$ cat src/rtl/seg_display_periph.sv
// rtl/seg_display_periph.sv - memory-mapped 4-digit seven-segment display controller
// Optional blink support is compiled in with SEG_BLINK_EN.
module seg_display_periph #(
    parameter logic [31:0] BASE_ADDR     = 32'hFFFF_FF00,
    parameter int unsigned PRESCALE_BITS = 16,
    parameter int unsigned BLINK_BITS    = 6
) (
    input  logic        clk,
    input  logic        rst,
    input  logic        sel,
    input  logic        data_rw,
    input  logic [31:0] addr,
    input  logic [31:0] wdata,
    output logic [31:0] rdata,
    output logic        ack,
    output logic [6:0]  seg,
    output logic [3:0]  an
);

    localparam logic [PRESCALE_BITS-1:0] PRE_ONE = 1;

    logic [15:0]              data_q;
    logic [3:0]               en_q;
    logic [PRESCALE_BITS-1:0] pre_q;
    logic [1:0]               idx_q;
    logic                     blink_bit;
    logic                     blink_dark;

    logic        accept;
    logic        hit;
    logic        wr_data;
    logic        wr_ctrl;
    logic        digit_tick;
    logic [31:0] ctrl_word;
    logic [31:0] rdata_d;
    logic [3:0]  onehot;
    logic [3:0]  nibble;
    logic [3:0]  an_d;
    logic [6:0]  seg_d;
    logic        unused_bits;

    // A strobe seen while ack is high belongs to the access already being completed.
    assign accept     = sel & ~ack;
    assign hit        = (addr[31:3] == BASE_ADDR[31:3]);
    assign wr_data    = accept & data_rw & hit & ~addr[2];
    assign wr_ctrl    = accept & data_rw & hit & addr[2];
    assign digit_tick = &pre_q;
    assign ctrl_word  = {23'd0, blink_bit, 4'd0, en_q};
    assign unused_bits = ^{addr[1:0], wdata[31:16]};

`ifdef SEG_BLINK_EN
    localparam logic [BLINK_BITS-1:0] BLINK_ONE = 1;

    logic                  blink_en_q;
    logic [BLINK_BITS-1:0] blink_cnt_q;
    logic                  phase_q;

    always_ff @(posedge clk) begin
        if (rst) begin
            blink_en_q  <= 1'b0;
            blink_cnt_q <= '0;
            phase_q     <= 1'b0;
        end else begin
            if (wr_ctrl) begin
                blink_en_q <= wdata[8];
            end
            if (digit_tick) begin
                blink_cnt_q <= blink_cnt_q + BLINK_ONE;
                if (&blink_cnt_q) begin
                    phase_q <= ~phase_q;
                end
            end
        end
    end

    assign blink_bit  = blink_en_q;
    assign blink_dark = blink_en_q & phase_q;
`else
    localparam int unsigned unused_blink_bits = BLINK_BITS;

    assign blink_bit  = 1'b0;
    assign blink_dark = 1'b0;
`endif

    function automatic logic [6:0] hex_to_seg(input logic [3:0] n);
        case (n)
            4'h0: hex_to_seg = 7'b1000000;
            4'h1: hex_to_seg = 7'b1111001;
            4'h2: hex_to_seg = 7'b0100100;
            4'h3: hex_to_seg = 7'b0110000;
            4'h4: hex_to_seg = 7'b0011001;
            4'h5: hex_to_seg = 7'b0010010;
            4'h6: hex_to_seg = 7'b0000010;
            4'h7: hex_to_seg = 7'b1111000;
            4'h8: hex_to_seg = 7'b0000000;
            4'h9: hex_to_seg = 7'b0010000;
            4'hA: hex_to_seg = 7'b0001000;
            4'hB: hex_to_seg = 7'b0000011;
            4'hC: hex_to_seg = 7'b1000110;
            4'hD: hex_to_seg = 7'b0100001;
            4'hE: hex_to_seg = 7'b0000110;
            default: hex_to_seg = 7'b0001110;
        endcase
    endfunction

    always_comb begin
        onehot = 4'b0001 << idx_q;
        case (idx_q)
            2'd0:    nibble = data_q[3:0];
            2'd1:    nibble = data_q[7:4];
            2'd2:    nibble = data_q[11:8];
            default: nibble = data_q[15:12];
        endcase
        an_d  = ~(onehot & en_q);
        seg_d = (|(onehot & en_q)) ? hex_to_seg(nibble) : 7'b1111111;
        if (blink_dark) begin
            an_d  = 4'b1111;
            seg_d = 7'b1111111;
        end
    end

    always_comb begin
        rdata_d = 32'd0;
        if (accept && !data_rw && hit) begin
            rdata_d = addr[2] ? ctrl_word : {16'd0, data_q};
        end
    end

    always_ff @(posedge clk) begin
        if (rst) begin
            data_q <= 16'd0;
            en_q   <= 4'hF;
            pre_q  <= '0;
            idx_q  <= 2'd0;
            ack    <= 1'b0;
            rdata  <= 32'd0;
            an     <= 4'b1111;
            seg    <= 7'b1111111;
        end else begin
            if (wr_data) begin
                data_q <= wdata[15:0];
            end
            if (wr_ctrl) begin
                en_q <= wdata[3:0];
            end
            pre_q <= pre_q + PRE_ONE;
            if (digit_tick) begin
                idx_q <= idx_q + 2'd1;
            end
            ack   <= accept;
            rdata <= rdata_d;
            an    <= an_d;
            seg   <= seg_d;
        end
    end

endmodule

$ cat config.mk
export PLATFORM = sky130hd
export DESIGN_NAME = seg_display_periph
export DESIGN_NICKNAME = d
export VERILOG_FILES = /design/src/rtl/seg_display_periph.sv
export SDC_FILE = /design/constraint.sdc
export NUM_CORES = 1
export LEC_CHECK = 0
export ABC_CLOCK_PERIOD_IN_PS = 2400
export BUFFER_PORTS_ARGS = -buffer_cell sky130_fd_sc_hd__buf_2
export CORE_ASPECT_RATIO = 0.7
export CORE_UTILIZATION = 30
export DETAILED_ROUTE_END_ITERATION = 8
export PLACE_DENSITY = 0.55
export SLEW_MARGIN = 20
export SYNTH_ARGS = -nofsm -noshare
export SYNTH_HDL_FRONTEND = slang
export SYNTH_SLANG_ARGS = --single-unit
$ cat constraint.sdc
create_clock -name clk -period 2.4 [get_ports clk]
set_input_delay 0.36 -clock clk [delete_from_list [all_inputs] [get_ports clk]]
set_output_delay 0.36 -clock clk [all_outputs]
set_load 0.1 [all_outputs]
Word-level counts from Yosys, hierarchy flattened

Memory sizes are Yosys's and may differ from the RTL's. A register that Yosys moved wholly into a read port is not among the register bits.
Index checks and enable logic that the tools add are counted.

Flip-flop bits (word level): 75
Bits in read-only memories: 112
Output and inout port bits: 44
Logic and storage cells: 37
Memories: 1

Add/subtract/negate cells: 2
Equal/unequal tests: 3
Shift-type cells: 1
Muxes and demuxes: 2
Bitwise logic cells: 11
Reductions and logical operators: 9

Memory list:

| memory          | depth | bits a word | rd ports | clocked after memory_dff | write ports | line | text |
|---|---|---|---|---|---|---|---|
| (no name shown) | 16    | 7           | 1        | 1                        | 0           | 86   | `case (n)` |

Operators by type and width:

| operator              | number |
|---|---|
| $eq 29x29->1 const B  | 1 |
| $add 16x1->16 const B | 1 |
| $reduce_and 16->1     | 1 |
| $pmux 4 s3            | 1 |
| $and 1x1->1           | 5 |
| $and 4x4->4           | 1 |
| $mux 4                | 1 |
| $not 1->1             | 4 |
| $not 4->4             | 1 |
| $reduce_or 2->1       | 2 |
| $reduce_or 4->1       | 1 |
| $shl 1x2->4 const A   | 1 |
| $reduce_or 3->1       | 1 |
| $add 2x1->2 const B   | 1 |
| $eq 2x1->1 const B    | 1 |
| $eq 2x2->1 const B    | 1 |
| $logic_and 1x1->1     | 2 |
| $logic_not 2->1       | 1 |
| $logic_not 1->1       | 1 |

Depth between registers and ports, before layout

Gate-level depths: netlist of the first run.

Word-level depth: 6
Depth in mapped cells: 9
Gate-level depth less buffers: 9

Worst setup path after synthesis of the first run

OpenSTA, ideal clock, no wires.

Path type: reg-to-reg
Start point: reg idx_q[0]
End point: reg seg[3]
Arrival time: 1952 ps
Data required time: 2262 ps
Setup slack: 310 ps
Stages on the path, launching flop included: 10
Path buffers: 1
Cell sequence: dfxtp_1 -> ha_1 -> buf_2 -> nor2b_1 -> a21oi_1 -> inv_1 -> ha_1 -> a211oi_1 -> a2111oi_0 -> a31oi_1

Cells in the longest elaborated chain, start to end: 5
Elaborated cells on any way between the ends: 9
Classes of those cells: eq/ne (2); shift (1); mux (1); bitwise (2); reduce/logical (3)

Ends and longest elaborated chain:

| element                          | line | text |
|---|---|---|
| start, declared                  | 25   | `logic [1:0] idx_q;` |
| start signal, assigned           | 148  | `idx_q <= idx_q + 2'd1;` |
| $shl 1x2->4                      | 107  | `onehot = 4'b0001 << idx_q;` |
| $and 4x4->4                      | 115  | `seg_d = (\|(onehot & en_q)) ? hex_to_seg(nibble) : 7'b1111111;` |
| $reduce_or 4->1                  | 115  |  |
| $not 1->1 (no source line)       | -    |  |
| $reduce_or 2->1 (no source line) | -    |  |
| end, declared                    | 16   | `output logic [6:0] seg,` |

Several ways; a longest one is shown, not always the timed one.
A chain may end at the register's enable or synchronous reset.

Worst setup path after layout of the first run

Start point: reg idx_q[1]
End point: reg seg[3]

The elaborated chain is that of the path after synthesis.

==> results by group, run 1 <==
Outcome
  – Run status: completed

Placement
  – Dpl hpwl: about 5 mm
  – Inst Count DP: 513
  – Dpl cell area: ~0.0035 mm^2
  – I/O Buffers: 77
  – GP Congestion: ~0.72

Critical path
  – CP required: between 2000 and 3000 ps
  – Worst path cell trace: inv_1 -> ha_1 -> a222oi_1 -> a21oi_2 -> inv_1 -> ha_1 -> a211oi_1 -> a2111oi_0 -> a31oi_1
  – Worst r2r dst: seg[3]
  – CP Depth: 9
  – Cell family with most CP delay: compound AO/OA/AOI/OAI gates
  – Critical path buffers and inverters: 2
  – Setup crit start kind: flip-flop
  – Reg2reg start: idx_q[1]
  – Crit-path max FO: 5
  – Crit Path Category: flip-flop to flip-flop
  – Worst setup endpoint: seg[3]
  – Reg2Reg Depth: 9
  – Largest stage delay, worst path: roughly 440 ps
  – CP endpoint kind: flip-flop
  – Start point of the critical path: idx_q[1]
  – Worst path slowest cell: a2111oi_0
  – R2R setup slack: around 160 ps
  – CP arrival: 2430 ps

Clock tree
  – Skew-Pair Late Insertion Delay: 330 ps
  – H-Tree Depth: 3
  – Total CTS buffers: 9
  – Hold-fix buffers, CTS: 0
  – Clk sink count: 66
  – Setup bufs post-CTS: 0
  – CTS Root Cell: clkbuf_16
  – CTS tree: yes
  – Clock tree buffer depth: 2
  – Clk slew on worst S/H paths: approximately 50 ps

GRT
  – Initial antenna violation count: 0
  – Tot GR Track Use: 0.1369
  – First-pass GRT wire length: 10.87 mm
  – Grt ovf: 0
  – Vias in the first global route: 2,206
  – Largest net degree at the start of global routing: just under 60

STA
  – Clk_skew: roughly 8 ps
  – RSZ-0062 raised after global routing: no
  – Final number of max-transition violations: 0
  – F_max: around 450 MHz
  – Tcrit/Tclk final: 0.9339
  – Final setup vio count: 0
  – Final hold violations: 0
  – Tmin final: between 2000 and 2500 ps
  – Fin Setup TNS: 0 ps

Power
  – Sw Pwr: ~0.66 mW
  – Max IR drop VDD: 347.3 uV
  – Int Power: approximately 2.1 mW
  – Power share of the combinational group: 0.100
  – Clk network pwr share: 0.488
  – Power Density: 708.6 mW/mm^2
  – Seq pwr share: 0.412
  – Switch share: 0.2422
  – P_leak: ~1.8 nW

Worst hold path
  – Min-delay worst type: input pin to flip-flop
  – Hold path depth: 3

Final layout
  – Share of layout cells above drive strength 1: 0.2700
  – FILL cells: 1,023
  – Fin nets: between 400 and 500
  – Post-route cell area: 0.003819 mm^2
  – Antenna cell count: 0
  – Fin util: 0.3883
  – Final Non-Filler Cells: approximately 530
  – Syn-to-layout area delta: 24.27%

Floorplan
  – Core box area: 0.009834 mm^2
  – IO Count: approximately 110
  – Die width: between 100 and 150 um
  – Rows: 30
  – Initial Util: 0.3125
  – Die ar.: roughly 0.011 mm^2
  – Die height: about 87 um

Logic synthesis
  – Netlist cell types: 49
  – Gate count after technology mapping: ~320
  – Post-Synthesis Cell Area: between 0.003 and 0.004 mm^2
  – Synth Flop Type: dfxtp_1
  – Synth async-reset ratio: 0
  – Syn_area_per_cell: about 9.6 um^2
  – Yosys warning count: 0
  – Part of the Yosys area used for sequential elements: 0.4300
  – Post-synth EDFFs: 0
  – FF+latch count, synth: 66

Routing
  – First-pass detailed-route iteration total: 4
  – Post-route ant nets: 0
  – DRT iter0 DRCs: 134
  – Wire per inst: roughly 12 um
  – DR DRC count: 0
  – Routed vias/inst: approximately 4.5
  – Final WL: approximately 6.6 mm
  – Via count: around 2,400

Flow run
  – Max cap viols: 0
-- worst register-to-register path: stages, from the launching register on --
cell,delay [ps]
dfxtp_1,380
inv_1,100
ha_1,250
a222oi_1,390
a21oi_2,170
inv_1,100
ha_1,150
a211oi_1,50
a2111oi_0,440
a31oi_1,80
-- power groups by stage --
stage	logic (mW)	registers, mW	clock network (mW)
CTS	0.273	1.11	1.35
global route	0.288	1.11	1.40
finish	0.272	1.11	1.32
floorplan	0.182	1.19	0
detailed placement	0.273	1.14	0
global placement	0.272	1.14	0
-- cell families after synthesis --
group,Yosys count,synth area share
flops,66,0.4300
fa+ha+maj,12,0.04886
xor+xnor,11,0.03135
mux,28,0.09121
simple gates,125,0.2366
other cells,1,0.001220
buf+inv,39,0.07532
compound gates,37,0.08550
-- area by class of cell --
class / count / area [um^2] / area share
inverters: 9 / 33.78 / 0.008847
flip-flops and latches: 66 / 1323 / 0.3463
repair buffers: 81 / 415.4 / 0.1088
multi-input cells: 229 / 1582 / 0.4142
clock buffers: 13 / 270.3 / 0.07077
clock inverters: 2 / 35.03 / 0.009174
well taps: 128 / 160.2 / 0.04194
-- layout by cell type (no fill, tap or decap), types with 3 or more instances in the layout --
cell type,count
a211oi_1,3
a21oi_1,8
and2_1,11
buf_2,77
buf_4,4
clkbuf_16,9
clkbuf_8,3
conb_1,16
dfxtp_1,65
ha_1,12
inv_1,9
mux2i_1,28
nand2_1,9
nand2b_1,32
nand3_1,9
nand4_1,7
nand4b_1,3
nor2_1,27
nor2b_1,3
o21ai_0,7
or2_2,4
or3_1,5
xnor2_1,3
xor2_1,8
-- synthesized netlist by cell type (4+ instances only) --
| library cell | n | share of area |
|---|---|---|
| ha_1 | 12 | 0.049 |
| a21oi_1 | 9 | 0.015 |
| clkbuf_1 | 9 | 0.011 |
| nand2_1 | 9 | 0.011 |
| or2_2 | 4 | 0.0081 |
| xor2_1 | 8 | 0.023 |
| mux2i_1 | 28 | 0.091 |
| nand2b_1 | 32 | 0.065 |
| or3_1 | 5 | 0.010 |
| inv_1 | 9 | 0.011 |
| nand4_1 | 7 | 0.014 |
| buf_4 | 17 | 0.042 |
| nand3_1 | 9 | 0.015 |
| and2_1 | 11 | 0.022 |
| o21ai_0 | 7 | 0.011 |
| dfxtp_1 | 66 | 0.43 |
| nor2_1 | 27 | 0.033 |
-- worst min-delay path by stage --
| stage | slack, ps | from | to |
|---|---|---|---|
| 6_report | 280 | wdata[7] | data_q[7] |
| 3_3_place_gp | 420 | pre_q[0] | pre_q[0] |
| 5_1_grt | 290 | wdata[11] | data_q[11] |
| 2_1_floorplan | 410 | pre_q[0] | pre_q[0] |
| 3_5_place_dp | 430 | pre_q[0] | pre_q[0] |
| 4_1_cts | 280 | wdata[7] | data_q[7] |
-- per-layer routing --
layer	GRT usage	up-vias	wire length, um
met5	0	-	0
met4	0.03326	0	46
met3	0.06645	6	414
met2	0.2007	53	2875
met1	0.1788	1076	3224
li1	-	1235	-
-- sequential cells by signal (all words and copies together) (netlist names) --
register,cells
ack,1
an,4
pre_q,16
seg,7
rdata,16
en_q,4
idx_q,2
data_q,16
-- per-stage QoR --
stage | power [mW] | hold WS, ps | setup WS, ps
2_1_floorplan | 1.371 | 412.9 | 310.3
3_5_place_dp | 1.410 | 433.4 | 39.11
5_1_grt | 2.807 | 287.5 | 12.01
6_report | 2.706 | 284.9 | 158.7
4_1_cts | 2.740 | 278.6 | 16.15
3_3_place_gp | 1.408 | 422.0 | 76.63
-- what timing repair did --
item,4_1_cts,5_1_grt
gates resized for setup,0,3
hold endpoints to repair,0,0
setup endpoints to repair,0,5
Note: power is estimated with default switching activity, not from simulation.
==> run 2: changes to the inputs <==
--- a/config.mk
+++ b/config.mk
@@ -5,7 +5,7 @@
 export SDC_FILE = /design/constraint.sdc
 export NUM_CORES = 1
 export LEC_CHECK = 0
-export ABC_CLOCK_PERIOD_IN_PS = 2400
+export ABC_CLOCK_PERIOD_IN_PS = 2100
 export BUFFER_PORTS_ARGS = -buffer_cell sky130_fd_sc_hd__buf_2
 export CORE_ASPECT_RATIO = 0.7
 export CORE_UTILIZATION = 30
==> constraint.sdc (replaced) <==
create_clock -name clk -period 2.1 [get_ports clk]
set_input_delay 0.105 -clock clk [delete_from_list [all_inputs] [get_ports clk]]
set_output_delay 0.105 -clock clk [all_outputs]
set_load 0.1 [all_outputs]
==> results by group, run 2 (same netlist as run 1, synthesis figures left out) <==
Outcome
  – Run status: completed

GRT
  – Largest net degree at the start of global routing: between 50 and 60
  – Grt ovf: 0
  – Tot GR Track Use: 0.1382
  – Vias in the first global route: between 2,000 and 2,500
  – Initial antenna violation count: 0
  – First-pass GRT wire length: between 10 and 15 mm

Routing
  – Routed vias/inst: between 4 and 5
  – First-pass detailed-route iteration total: 4
  – DR DRC count: 0
  – DRT iter0 DRCs: approximately 130
  – Via count: around 2,400
  – Post-route ant nets: 0
  – Wire per inst: between 10 and 15 um
  – Final WL: ~6.8 mm

Clock tree
  – CTS Root Cell: clkbuf_16
  – H-Tree Depth: 3
  – Clock tree buffer depth: 2
  – Hold-fix buffers, CTS: 0
  – CTS tree: yes
  – Clk sink count: 66
  – Clk slew on worst S/H paths: roughly 50 ps
  – Skew-Pair Late Insertion Delay: around 330 ps
  – Total CTS buffers: 9

Critical path
  – Crit Path Category: flip-flop to flip-flop
  – CP arrival: around 2200 ps
  – CP required: approximately 2300 ps
  – Reg2reg start: idx_q[1]
  – Crit-path max FO: 4
  – CP endpoint kind: flip-flop
  – Setup crit start kind: flip-flop
  – R2R setup slack: ~66 ps
  – Reg2Reg Depth: 9
  – Worst r2r dst: seg[3]

Final layout
  – Antenna cell count: 0
  – Fin util: 0.4028
  – FILL cells: around 1,000
  – Syn-to-layout area delta: 28.91%
  – Post-route cell area: between 0.003 and 0.004 mm^2
  – Largest regs: data_q x16, pre_q x16, rdata x16
  – Fin nets: about 490
  – Commonest non-fill, non-tap cell in the layout: buf_2
  – Highest-count cells in the layout ignoring fill and taps: buf_2 (77), dfxtp_1 (64), nand2b_1 (32), mux2i_1 (28), nor2_1 (27)
  – Share of layout cells above drive strength 1: 0.3173

Power
  – Max IR drop VDD: between 400 and 500 uV
  – Power Density: about 750 mW/mm^2
  – Power Total: roughly 3.0 mW
  – P_leak: 1.835 nW

Floorplan
  – Die width: between 100 and 150 um
  – Die height: between 80 and 90 um
  – IO Count: 112
  – Rows: 30
  – Die ar.: approximately 0.011 mm^2
  – Initial Util: 0.3125
  – Core box area: 0.009834 mm^2

Worst hold path
  – Hold endpoint: data_q[11]
  – Hold path depth: 3
  – Hold wc startpoint: wdata[11]
  – Min-delay worst type: input pin to flip-flop

Placement
  – I/O Buffers: just under 80
  – Dpl cell area: between 0.003 and 0.004 mm^2
  – GP Congestion: between 0.7 and 0.8
  – Dpl hpwl: slightly above 5 mm

STA
  – Tmin final: around 2000 ps
  – Tcrit/Tclk final: 0.9686
  – F_max: around 500 MHz
  – Final hold violations: 0
  – Final number of max-transition violations: 0
  – Clk_skew: roughly 6 ps
  – Final setup vio count: 0
  – RSZ-0062 raised after global routing: yes

Flow run
  – Max cap viols: 0
==> run 2: changes by cell type in the layout (fill, tap and decap cells not counted), sizes merged <==
cell    previous run  this run
buf               81        96
clkinv             1         2
clkbuf            13        14
bufinv             1         0
==> run 2: cell type report <==
type	instances	area, um^2	area share
inverter	9	33.78	0.008528
sequential	66	1324	0.3342
clock buffer	14	274.0	0.06917
tap	128	160.2	0.04043
multi-input combinational	229	1632	0.4119
timing repair buffer	96	528.0	0.1333
clock inverter	2	10.01	0.002527
==> run 2: worst max-delay path by stage <==
stage	from	to	slack, ps	cells after the start
4_1_cts	idx_q[1]	seg[3]	-20	9
3_3_place_gp	idx_q[1]	seg[3]	-20	9
2_1_floorplan	idx_q[0]	seg[3]	10	9
5_1_grt	idx_q[1]	seg[3]	-40	9
3_5_place_dp	idx_q[1]	seg[3]	-110	9
6_report	idx_q[1]	seg[3]	70	9
==> run 2: critical path: stages (launching register included) <==
cell       delay (ps)
dfxtp_2           360
inv_2              50
ha_2              190
a222oi_1          410
a21oi_2           140
inv_2              90
ha_4              130
a211oi_1           40
a2111oi_1         400
a31oi_1            70
==> run 2: power by group <==
part	internal (mW)	switching, mW	total (mW)
combinational	0.0707	0.241	0.312
clock	0.890	0.508	1.40
sequential	1.27	0.00567	1.27
total	2.23	0.754	2.98
==> run 2: repair_timing <==
action | 4_1_cts | 5_1_grt
gates cloned | 0 | 0
pin swaps | 2 | 6
resized for setup | 3 | 14
setup buffers | 0 | 3
hold endpoints to repair | 0 | 0
endpoints found under the setup margin | 5 | 7
==> run 2: routing by layer <==
layer / global-route usage / wire length (um) / vias up
met3: 0.05263 / 424 / 11
met5: 0 / 0 / -
met1: 0.1753 / 3306 / 1124
met2: 0.2043 / 2956 / 55
met4: 0.06874 / 123 / 0
li1: - / - / 1255
==> run 2: per-stage QoR <==
step           worst slack, ps  std cells  hold WS (ps)  TNS, ps
6_report                 66.03        544         25.17        0
5_1_grt                 -38.59        544         20.79   -51.68
4_1_cts                 -19.36        541         13.71   -19.36
3_5_place_dp            -109.1        525         373.2   -160.9
3_3_place_gp            -20.22        525         365.4   -20.22
2_1_floorplan            10.29        334         257.1        0
